==> src/rtl/branch_resolve_unit_pkg.sv <==
// Shared definitions for the execute-side branch resolution unit:
// FSM state encoding, the prediction bundle layout and counter limits.
package branch_resolve_unit_pkg;

  localparam logic [0:0] ST_RUN     = 1'b0;
  localparam logic [0:0] ST_RECOVER = 1'b1;

  localparam int unsigned BRU_WIDTH = 32;
  localparam int unsigned BRU_CNT_W = 16;

  localparam logic [BRU_CNT_W-1:0] BRU_CNT_MAX = {BRU_CNT_W{1'b1}};

  // Prediction travelling with an instruction at the default PC width.
  typedef struct packed {
    logic                 valid;
    logic                 pred;
    logic [BRU_WIDTH-1:0] target;
    logic [BRU_WIDTH-1:0] pc4;
  } pred_bundle_t;

endpackage

==> src/rtl/branch_resolve_unit_pipe.sv <==
// Prediction-bundle pipeline register with load enable and a synchronous
// clear that takes priority over the enable.
module branch_pipe_reg #(
  parameter int W = 32
) (
  input  logic         clk,
  input  logic         i_reset_n,
  input  logic         i_en,
  input  logic         i_clr,
  input  logic         i_valid,
  input  logic         i_pred,
  input  logic [W-1:0] i_target,
  input  logic [W-1:0] i_pc4,
  output logic         o_valid,
  output logic         o_pred,
  output logic [W-1:0] o_target,
  output logic [W-1:0] o_pc4
);

  logic         r_valid;
  logic         r_pred;
  logic [W-1:0] r_target;
  logic [W-1:0] r_pc4;

  // Bundle storage: reset and clear both produce an empty (invalid) slot.
  always_ff @(posedge clk) begin
    if (!i_reset_n || i_clr) begin
      r_valid  <= 1'b0;
      r_pred   <= 1'b0;
      r_target <= {W{1'b0}};
      r_pc4    <= {W{1'b0}};
    end else if (i_en) begin
      r_valid  <= i_valid;
      r_pred   <= i_pred;
      r_target <= i_target;
      r_pc4    <= i_pc4;
    end else begin
      r_valid  <= r_valid;
      r_pred   <= r_pred;
      r_target <= r_target;
      r_pc4    <= r_pc4;
    end
  end

  assign o_valid  = r_valid;
  assign o_pred   = r_pred;
  assign o_target = r_target;
  assign o_pc4    = r_pc4;

endmodule

==> src/rtl/branch_resolve_unit.sv <==
// Carries fetch-time predictions to Execute, detects mispredictions there,
// raises redirect/flush, and keeps saturating branch statistics.
module branch_resolve_unit
  import branch_resolve_unit_pkg::*;
#(
  parameter int WIDTH = 32,
  parameter int CNT_W = 16
) (
  input  logic             clk,
  input  logic             reset,
  input  logic             PredictTakenF,
  input  logic [WIDTH-1:0] PredTargetF,
  input  logic [WIDTH-1:0] PCPlus4F,
  input  logic             StallD,
  input  logic             FlushE_hz,
  input  logic             BranchE,
  input  logic             BranchTakenE,
  input  logic [WIDTH-1:0] BranchTargetE,
  output logic             MispredictE,
  output logic [WIDTH-1:0] RedirectPCE,
  output logic             FlushD,
  output logic             FlushE,
  output logic             Recovering,
  output logic [CNT_W-1:0] BranchCount,
  output logic [CNT_W-1:0] MispredCount
);

  logic             w_vD, w_predD, w_vE, w_predE;
  logic [WIDTH-1:0] w_tgtD, w_pc4D, w_tgtE, w_pc4E;
  logic             w_chk, w_mispred;
  logic [0:0]       r_state, w_state_nxt;
  logic [CNT_W-1:0] r_branch_cnt, r_mispred_cnt;
  logic [WIDTH-1:0] w_redirect;

  localparam logic [CNT_W-1:0] CNT_ONE = {{(CNT_W-1){1'b0}}, 1'b1};
  localparam logic [CNT_W-1:0] CNT_TOP = {CNT_W{1'b1}};

  branch_pipe_reg #(.W(WIDTH)) u_reg_d (
    .clk       (clk),
    .i_reset_n (reset),
    .i_en      (~StallD),
    .i_clr     (FlushD),
    .i_valid   (1'b1),
    .i_pred    (PredictTakenF),
    .i_target  (PredTargetF),
    .i_pc4     (PCPlus4F),
    .o_valid   (w_vD),
    .o_pred    (w_predD),
    .o_target  (w_tgtD),
    .o_pc4     (w_pc4D)
  );

  branch_pipe_reg #(.W(WIDTH)) u_reg_e (
    .clk       (clk),
    .i_reset_n (reset),
    .i_en      (1'b1),
    .i_clr     (FlushE),
    .i_valid   (w_vD),
    .i_pred    (w_predD),
    .i_target  (w_tgtD),
    .i_pc4     (w_pc4D),
    .o_valid   (w_vE),
    .o_pred    (w_predE),
    .o_target  (w_tgtE),
    .o_pc4     (w_pc4E)
  );

  // A taken prediction to the wrong target is as bad as a wrong direction.
  assign w_chk     = w_vE & BranchE & (r_state == ST_RUN);
  assign w_mispred = w_chk & ((w_predE != BranchTakenE) |
                              (w_predE & BranchTakenE & (w_tgtE != BranchTargetE)));

  // Correct next-fetch PC selection.
  always_comb begin
    w_redirect = {WIDTH{1'b0}};
    if (w_mispred) begin
      if (BranchTakenE) begin
        w_redirect = BranchTargetE;
      end else begin
        w_redirect = w_pc4E;
      end
    end else begin
      w_redirect = {WIDTH{1'b0}};
    end
  end

  // Recovery FSM next state.
  always_comb begin
    w_state_nxt = ST_RUN;
    case (r_state)
      ST_RUN:     w_state_nxt = w_mispred ? ST_RECOVER : ST_RUN;
      ST_RECOVER: w_state_nxt = ST_RUN;
      default:    w_state_nxt = ST_RUN;
    endcase
  end

  // State register and saturating statistics counters.
  always_ff @(posedge clk) begin
    if (!reset) begin
      r_state       <= ST_RUN;
      r_branch_cnt  <= {CNT_W{1'b0}};
      r_mispred_cnt <= {CNT_W{1'b0}};
    end else begin
      r_state <= w_state_nxt;
      if (w_chk && (r_branch_cnt != CNT_TOP)) begin
        r_branch_cnt <= r_branch_cnt + CNT_ONE;
      end else begin
        r_branch_cnt <= r_branch_cnt;
      end
      if (w_mispred && (r_mispred_cnt != CNT_TOP)) begin
        r_mispred_cnt <= r_mispred_cnt + CNT_ONE;
      end else begin
        r_mispred_cnt <= r_mispred_cnt;
      end
    end
  end

  assign MispredictE  = w_mispred;
  assign RedirectPCE  = w_redirect;
  assign FlushD       = w_mispred;
  assign FlushE       = w_mispred | FlushE_hz;
  assign Recovering   = (r_state == ST_RECOVER);
  assign BranchCount  = r_branch_cnt;
  assign MispredCount = r_mispred_cnt;

endmodule

==> config.mk <==
export PLATFORM = sky130hd
export DESIGN_NAME = branch_resolve_unit
export DESIGN_NICKNAME = d
export VERILOG_FILES = /design/src/rtl/branch_resolve_unit_pkg.sv /design/src/rtl/branch_resolve_unit_pipe.sv /design/src/rtl/branch_resolve_unit.sv
export SDC_FILE = /design/constraint.sdc
export NUM_CORES = 1
export LEC_CHECK = 0
export CELL_PAD_IN_SITES_DETAIL_PLACEMENT = 0
export CELL_PAD_IN_SITES_GLOBAL_PLACEMENT = 2
export CORE_MARGIN = 8
export CORE_UTILIZATION = 27
export DETAILED_ROUTE_END_ITERATION = 10
export HOLD_SLACK_MARGIN = 0.05
export PLACE_DENSITY = 0.76
export SLEW_MARGIN = 25
export SYNTH_ARGS = -nofsm -noshare
export SYNTH_HDL_FRONTEND = slang
export SYNTH_SLANG_ARGS = --single-unit
==> constraint.sdc <==
create_clock -name clk -period 2.4 [get_ports clk]
set_clock_uncertainty 0.1 [all_clocks]
set_input_delay 0.48 -clock clk [delete_from_list [all_inputs] [get_ports clk]]
set_output_delay 0.48 -clock clk [all_outputs]
set_load 0.005 [all_outputs]
======== Word level (Yosys, flattened, before mapping) ========
Index checks and enable logic that the tools add are counted.
Widths: inputs -> output; s select.
word-level totals
  register bits ........................... 165
  bits of input ports ..................... 103
  output and inout port bits .............. 68
  word-level logic and storage cells ...... 34
cells by class
  add/sub/neg operators ................... 2
  eq/ne operators ......................... 4
  muxes and demuxes ....................... 4
  bitwise gates (word level) .............. 8
  reductions and logical operators ........ 5
operator list
  cell                   number
  $mux 32                2
  $add 16x1->16 const B  2
  $ne 16x16->1 const B   2
  $ne 32x32->1           1
  $and 1x1->1            5
  $logic_and 1x1->1      2
  $logic_or 1x1->1       2
  $or 1x1->1             2
  $pmux 1 s2             1
  $logic_not 1->1        1
  $mux 1                 1
  $ne 1x1->1             1
  $not 1->1              1

======== Longest topological paths before layout ========
Gate-level depths: netlist of run 1.
  depth after elaboration ................. 6
  depth in mapped cells ................... 10
  depth with buffers taken out ............ 7

======== Hierarchy ========
From an unflattened synthesis of run 1, not the netlist that was laid out.
second synthesis, totals
  cells, all modules ...................... 750
  area total of the unflattened synthesis .. 7,358.3 um2
by module, submodules not included
  module               instances  cells an instance  area each (um2)  sequential area each (um2)
  branch_pipe_reg      2          214                2,394.8          1,321.3
  branch_resolve_unit  1          322                2,568.7          660.6

======== Worst setup path before layout of run 1 ========
OpenSTA, ideal clock, no wires.
  path kind ............................... input -> output
  start ................................... input port BranchTargetE[31]
  end ..................................... output port MispredictE
  data arrival time ....................... 1.995 ns
  required time ........................... 1.820 ns
  setup slack ............................. -0.175 ns
  cell stages on the path ................. 10
  path buffers ............................ 4
  cells stage by stage .................... xor2_1 nor4_1 nand4_1 o21ai_1 buf_4 and2_1 buf_2 buf_4 inv_1 buf_4
between the ends
  word-level cells in the longest chain between the ends .. 4
RTL lines
  element             RTL line                   RTL
  start: declaration  branch_resolve_unit.sv:18  input logic [WIDTH-1:0] BranchTargetE,
  $ne 32x32->1        branch_resolve_unit.sv:71  (w_predE & BranchTakenE & (w_tgtE != BranchTargetE)));
  $and 1x1->1         branch_resolve_unit.sv:71
  $or 1x1->1          branch_resolve_unit.sv:70  assign w_mispred = w_chk & ((w_predE != BranchTakenE) |
  $and 1x1->1         branch_resolve_unit.sv:70
  end: declaration    branch_resolve_unit.sv:19  output logic MispredictE,
No other way between the ends.

======== Worst setup path after layout of run 1 ========
  start ................................... register u_reg_e.r_target[15], in the netlist u_reg_e.o_target[15]
  end ..................................... output port RedirectPCE[27]
between the ends
  word-level cells in the longest chain between the ends .. 5
RTL lines
  element                   RTL line                        RTL
  start: declaration        branch_resolve_unit_pipe.sv:22  logic [W-1:0] r_target;
  start signal: assignment  branch_resolve_unit_pipe.sv:30  r_target <= {W{1'b0}};
  start signal: assignment  branch_resolve_unit_pipe.sv:35  r_target <= i_target;
  start signal: assignment  branch_resolve_unit_pipe.sv:40  r_target <= r_target;
  $ne 32x32->1              branch_resolve_unit.sv:71
  $and 1x1->1               branch_resolve_unit.sv:71
  $or 1x1->1                branch_resolve_unit.sv:70
  $and 1x1->1               branch_resolve_unit.sv:70
  $mux 32                   branch_resolve_unit.sv:76       if (w_mispred) begin
  end: declaration          branch_resolve_unit.sv:20       output logic [WIDTH-1:0] RedirectPCE,
No other way between the ends.

==> results of run 1 <==
==> worst reg2reg max path, delay by kind of cell (launching register included) <==
family / cells / cell delay [ns]
AOI/OAI and AO/OA: 1 / 0.20
xor gates and xnor gates: 1 / 0.15
buffers and inverters: 5 / 0.85
DFF: 1 / 0.32
and+or+nand+nor: 4 / 0.81
==> timing repair <==
action	4_1_cts	5_1_grt
hold buffers	0	0
pin swaps	59	11
endpoints found under the setup margin	173	176
gates cloned	7	0
resized for setup	234	34
buffers inserted	28	3
==> per-layer routing <==
layer | global-route usage (%) | vias up | wire length, microns
met5 | 0 | - | 94
met3 | 5.77 | 26 | 1510
met2 | 22.5 | 132 | 9570
met4 | 2.89 | 16 | 177
li1 | - | 2653 | -
met1 | 16.4 | 2454 | 9090
==> worst min path at each step <==
stage / startpoint / to / slack [ns] / cells past startpoint
after floorplan: u_reg_d.o_valid$_SDFFE_PP0N_ / u_reg_e.o_valid$_SDFF_PP0_ / 0.32 / 2
after global placement: u_reg_d.o_target[10]$_SDFFE_PP0N_ / u_reg_e.o_target[10]$_SDFF_PP0_ / 0.34 / 1
after detailed placement: u_reg_d.o_pc4[27]$_SDFFE_PP0N_ / u_reg_e.o_pc4[27]$_SDFF_PP0_ / 0.34 / 1
after CTS: u_reg_d.o_valid$_SDFFE_PP0N_ / u_reg_e.o_valid$_SDFF_PP0_ / 0.36 / 2
after global routing: u_reg_d.o_target[30]$_SDFFE_PP0N_ / u_reg_e.o_target[30]$_SDFF_PP0_ / 0.37 / 1
final: u_reg_d.o_valid$_SDFFE_PP0N_ / u_reg_e.o_valid$_SDFF_PP0_ / 0.35 / 2
==> stage by stage <==
stage          hold WS (ns)  utilization (%)
2_1_floorplan         0.322                -
3_3_place_gp          0.336             36.0
3_5_place_dp          0.339             36.0
4_1_cts               0.356             39.9
5_1_grt               0.373             39.7
6_report              0.351             39.7
==> sequential cells by signal, summed over array words and instances, names as in the netlist <==
signal	count
MispredCount	16
Recovering	1
u_reg_d.o_valid	1
u_reg_d.o_pred	1
u_reg_e.o_target	32
BranchCount	16
u_reg_d.o_pc4	32
u_reg_e.o_valid	1
u_reg_e.o_pc4	32
u_reg_e.o_pred	1
u_reg_d.o_target	32
==> power by group <==
part	switching [W]	internal (W)	leakage (nW)
clock network	0.00115	0.00143	0.257
registers	0.0000381	0.00283	1.35
logic	0.000278	0.000328	2.60
==> cells in the mapped netlist (5+ instances only) <==
cell type	n
a211oi_1	5
and3_1	13
nand2_1	28
clkbuf_1	20
buf_6	9
a21oi_1	8
nand4_1	8
xnor2_1	9
nor4_1	10
xor2_1	38
and2_1	71
mux2i_1	111
nor2_1	117
nand2b_1	13
dfxtp_1	165
buf_4	6
nand3_1	15
==> cell type report <==
type | instances | area (sq um)
Multi-Input combinational cell | 473 | 3510
Timing Repair Buffer | 218 | 2100
Tap cell | 330 | 413
Fill cell | 2488 | 15000
Clock buffer | 20 | 437
Inverter | 3 | 16.3
Clock inverter | 11 | 103
Sequential cell | 165 | 3310
==> placed cells by master (no fill, tap or decap), drive strengths merged, types with 3 or more instances in the layout <==
cell type	count
and3	13
nand3	16
dfxtp	165
nor2	117
a21oi	8
clkdlybuf4s50	102
clkbuf	21
nor4	10
clkinv	5
xnor2	9
nand4	8
o21a	3
a211oi	6
xor2	38
mux2i	111
nand2	28
ha	3
inv	5
clkinvlp	3
and2	71
buf	85
dlygate4sd2	29
nand2b	13
==> kinds of logic after synthesis <==
| logic type | after synthesis | synth area share, % |
|---|---|---|
| muxes | 111 | 16.4 |
| xor gates and xnor gates | 47 | 6.09 |
| AOI/OAI and AO/OA | 28 | 3.33 |
| and+or+nand+nor | 284 | 21.0 |
| DFF | 165 | 48.9 |
| adders and majority gates | 3 | 0.556 |
| buffers and inverters | 42 | 3.72 |
==> summary.md, run 1 <==
| Metric | Value |
|---|---|
| Post-synth EDFFs | 0 |
| CP max-delay cell | dfxtp_2 |
| RSZ-0062 raised after global routing | yes |
| Max Slew Vio Count | 0 |
| Power density over cell area | 612 nW/um^2 |
| FF-to-FF setup slack | -0.08 ns |
| Die area | 30300 sq um |
| Final setup fails | 76 |
| Root Buffer | clkbuf_16 |
| Maximum vdd drop | roughly 0.00035 V |
| Via density | between 4 and 5 |
| TritonCTS buffer count | 17 |
| Worst R2R Path Depth | 11 |
| Initial core utilization | 27.1% |
| Worst rel slew slack | 71.7% |
| Syn Nets | 786 |
| CTS tree | yes |
| Slew @ Worst Pin | approximately 0.42 ns |
| Vias in the first global route | 5548 |
| Fin cells | 1220 |
| Row count | 58 |
| Post-Syn Instances | a little under 700 |
| Global Route Usage Sum | 13.7% |
| Post-Place Worst Slack | -1.17 ns |
| Top delay family on crit path | simple AND/OR/NAND/NOR gates |
| Area contributors post-synth | dfxtp_1, mux2i_1, and2_1, nor2_1, xor2_1 |
| Post-route ant nets | 0 |
| Critical path arrival | 2.43 ns |
| Detailed Route Iter0 Violations | 188 |
| Clock Sinks | 165 |
| CP startpoint | u_reg_e.o_target[15]$_SDFF_PP0_ |
| Levels on crit path | 11 |
| HP Class | flop to flop |
| Top Ports | 171 |
| Post-synthesis cell type count | 37 |
| Post-DP HPWL | between 10000 and 15000 microns |
| Failing checks | negative setup slack |
| CP startpoint kind | flop |
| Worst-path clk slew | 0.07 ns |
| DRC errors left | 0 |
| R2R Path End | u_reg_e.o_pc4[19]$_SDFF_PP0_ |
| Worst Path Buf+Inv | 5 |
| Routability cong. | 0.736 |
| Mapped cell area | 6760 sq um |
| Power Total | 0.00605 W |
| Fin crit share | 126% |
| Most frequent CP cell | buf_12 |
| Final Hold Fails | 0 |
| Port-buffer cells | 170 |
| PnR worst setup slack | -0.615 ns |
| Clock tree buffer depth | 2 |
| WL/cell | ~17 microns |
| Post-synth ARST share | 0% |
| Layout area overhead | 46.4% |
| Status | complete, but fails checks |
| Mean Syn Cell Area | 9.94 sq um |
| CP Max Fanout | 8 |
| Reg-to-Reg Start | u_reg_e.o_target[15]$_SDFF_PP0_ |
| CP max stage delay | 0.32 ns |
| Fmax achieved | 332 MHz |
| Yosys reg bits | about 170 |
| Post-synth top area share | ~50% |
| TNS Setup | -21.33 ns |
| Crit path capture | RedirectPCE[27] |
| Clock Latency Late Sink | 0.42 ns |
| Synth Flop Type | dfxtp_1 |
| Critical path cell sequence | xor2_1, nor4_1, buf_4, nand4_1, o21ai_2, and2_4, buf_6, buf_12, buf_12, nor2_1, buf_2 |
| Yosys warning count | 0 |
| Gr ovfl total | 0 |
| CP endpoint kind | primary output |
| Placeable Area | 24900 sq um |
| Die width | 174 microns |
| Layout cells sized above 1 | 19.7% |
| P_leak | 4.20 nW |
| Die Y | 174 microns |
| Worst EP required | 1.82 ns |
| First-pass DRT Iterations | 4 |
| N_diodes | 0 |
| Setup Crit Path Kind | flop to primary output |
| Initial antenna violation count | 9 |
| Number of max-cap violations | 0 |
| Final min period | 3.01 ns |
| H-tree depth | 4 |
| Placed cell area | 8970 sq um |
| Detailed Route WL | slightly above 20000 microns |
| Vias post-DR | approximately 5300 |
| Largest net degree at the start of global routing | 49 |
| Fin nets | 984 |
| First-pass GRT wire length | 31900 microns |
| Cell count after placement | 1173 |
| Sequential area share after synthesis | 48.9% |
| Fin area | slightly below 10000 sq um |
| Cell taking the most area after synthesis | dfxtp_1 |
No activity file was read; power rests on OpenSTA's default activity.
==> run 2, diff against run 1 <==
Settings changed: GPL_TIMING_DRIVEN set to 0, PLACE_DENSITY 0.76 to 0.73.
==> run 2 against run 1 <==
The run still ends with negative setup slack left; first-iteration DRC count shrank 13%; via count is 2.7% higher; core utilization grew 2.2 points; wire length rose by 5.9%; clock-buffer cell count decreased by 1; final cell count is 2.5% higher; worst setup slack lost 0.17 ns; hold slack got worse by 0.0020 ns; critical path type is now input pin to primary output; largest cell class unchanged; largest power group unchanged.
==> summary.md, run 2 (synthesized netlist as in run 1, its figures left out) <==
| Metric | Value |
|---|---|
| Combinational share of power | 11.4% |
| Placed cell area | 8880 sq um |
| Global Route Usage Sum | 13.8% |
| Port-buffer cells | 169 |
| Clock Sinks | 165 |
| CP Max Fanout | 5 |
| Sw power | 0.00160 W |
| PnR worst setup slack | -0.789 ns |
| TritonCTS buffer count | 17 |
| Power density over cell area | a little over 600 nW/um^2 |
| Root Buffer | clkbuf_16 |
| Detailed Route Iter0 Violations | 164 |
| Setup Crit Path Kind | input pin to primary output |
| Final Hold Fails | 0 |
| TNS Setup | -30.05 ns |
| Gr ovfl total | 0 |
| Highest-count cells in the layout ignoring fill and taps | dfxtp_1, mux2i_1, clkdlybuf4s50_1 |
| Worst EP required | 1.82 ns |
| Critical path cell sequence | dlygate4sd2_1, xor2_1, nor4_2, nand4_1, o21ai_2, buf_4, and2_4, buf_12, buf_12, inv_4, buf_6, buf_6 |
| Largest net degree at the start of global routing | 17 |
| Fin area | 10400 sq um |
| H-tree depth | 4 |
| Worst rel slew slack | about two fifths |
| Levels on crit path | 12 |
| CP startpoint kind | input pin |
| First-pass GRT wire length | 32100 microns |
| Worst Path Buf+Inv | 7 |
| Top Ports | 171 |
| P_leak | 4.42 nW |
| Placeable Area | 24900 sq um |
| WHS Path Cells | 2 |
| Final min period | 3.19 ns |
| CP max-delay cell | nor4_2 |
| Die Y | 174 microns |
| Reg power frac | 45.3% |
| Post-route ant nets | 0 |
| Fin cells | roughly 1300 |
| Switching Share | 25.3% |
| CP max stage delay | 0.37 ns |
| Worst R2R Path Depth | 11 |
| CTS tree | yes |
| Row count | 58 |
| Cell count after placement | 1179 |
| Max Slew Vio Count | 0 |
| Initial antenna violation count | 3 |
| Routability cong. | between 0.7 and 0.8 |
| Fin crit share | 133% |
| Status | complete, but fails checks |
| Top delay family on crit path | buffers and inverters |
| Vias post-DR | 5426 |
| First-pass DRT Iterations | 4 |
| Via density | 4.34 |
| Layout cells sized above 1 | 26.3% |
| WL/cell | 17.3 microns |
| Clock tree buffer depth | 2 |
| Worst-path clk slew | 0.06 ns |
| Die area | ~30000 sq um |
| Critical path arrival | 2.61 ns |
| Commonest non-fill, non-tap cell in the layout | dfxtp_1 |
| CP endpoint kind | primary output |
| Power Total | between 0.006 and 0.007 W |
| Slew @ Worst Pin | 0.886 ns |
| DRC errors left | 0 |
| Layout area overhead | 54.6% |
| Final setup fails | 135 |
| HP Class | flop to flop |
| Maximum vdd drop | 0.000438 V |
| Post-DP HPWL | 15500 microns |
| Fin nets | 1013 |
| Initial core utilization | 27.1% |
| Clock Latency Late Sink | 0.42 ns |
| Fmax achieved | 314 MHz |
| Clock power frac | 43.2% |
| Die width | 174 microns |
| Detailed Route WL | 21600 microns |
| Failing checks | negative setup slack |
| Vias in the first global route | 5508 |
| RSZ-0062 raised after global routing | yes |
| Internal Power | 0.00473 W |
| Number of max-cap violations | 0 |
[run 2: tightest hold or removal path: stages (launching register included)]
cell and delay, ns:
dfxtp_1 0.30, inv_1 0.07, nor3_2 0.05
[run 2: path summary, 6_finish.rpt]
path / start / end / slack [ns]
worst max-delay path: BranchTargetE[19] / MispredictE / -0.79
worst min-delay path: u_reg_d.o_valid$_SDFFE_PP0N_ / u_reg_e.o_valid$_SDFF_PP0_ / 0.35
worst max register to register: u_reg_e.o_target[19]$_SDFF_PP0_ / u_reg_e.o_target[29]$_SDFF_PP0_ / -0.11
worst min register to register: u_reg_d.o_valid$_SDFFE_PP0N_ / u_reg_e.o_valid$_SDFF_PP0_ / 0.35
[run 2: repair_timing]
item	4_1_cts	5_1_grt
resized for setup	257	132
setup endpoints to repair	183	183
gates cloned	8	5
endpoints found under the hold margin	0	0
hold buffers	0	0
pin swaps	62	34
setup buffers	40	13
[run 2: stage by stage]
step | hold WS (ns) | utilization, % | worst slack, ns
final | 0.349 | 42.0 | -0.789
after global routing | 0.370 | 42.0 | -0.924
after CTS | 0.352 | 40.5 | -0.868
after detailed placement | 0.338 | 35.7 | -1.78
after global placement | 0.335 | 35.7 | -1.78
after floorplan | 0.322 | - | -0.0697
[run 2: final cells by class]
cell class	count	area (sq um)
fillers	2478	14400
repair buffers	211	2130
plain buffers	36	343
multi-input cells	473	3650
flip-flops and latches	165	3310
clock buffers	19	443
well taps	330	413
inverters	3	13.8
clock inverters	13	138
diodes	1	2.50
[run 2: per-layer routing]
| layer | part of all wire, % | global-route usage [%] | wire length, microns |
|---|---|---|---|
| met5 | 0.15 | 0 | 32 |
| met4 | 0.52 | 2.46 | 113 |
| met3 | 5.6 | 4.79 | 1220 |
| met2 | 49 | 23.7 | 10700 |
| met1 | 44 | 16.6 | 9620 |
[run 2: power by group through the flow]
stage / clock network (W) / registers, W / logic, W
final: 0.00274 / 0.00287 / 0.000722
after global routing: 0.00294 / 0.00288 / 0.000779
after CTS: 0.00282 / 0.00287 / 0.000648
after detailed placement: 0 / 0.00293 / 0.000567
after global placement: 0 / 0.00293 / 0.000563
after floorplan: 0 / 0.00292 / 0.000273
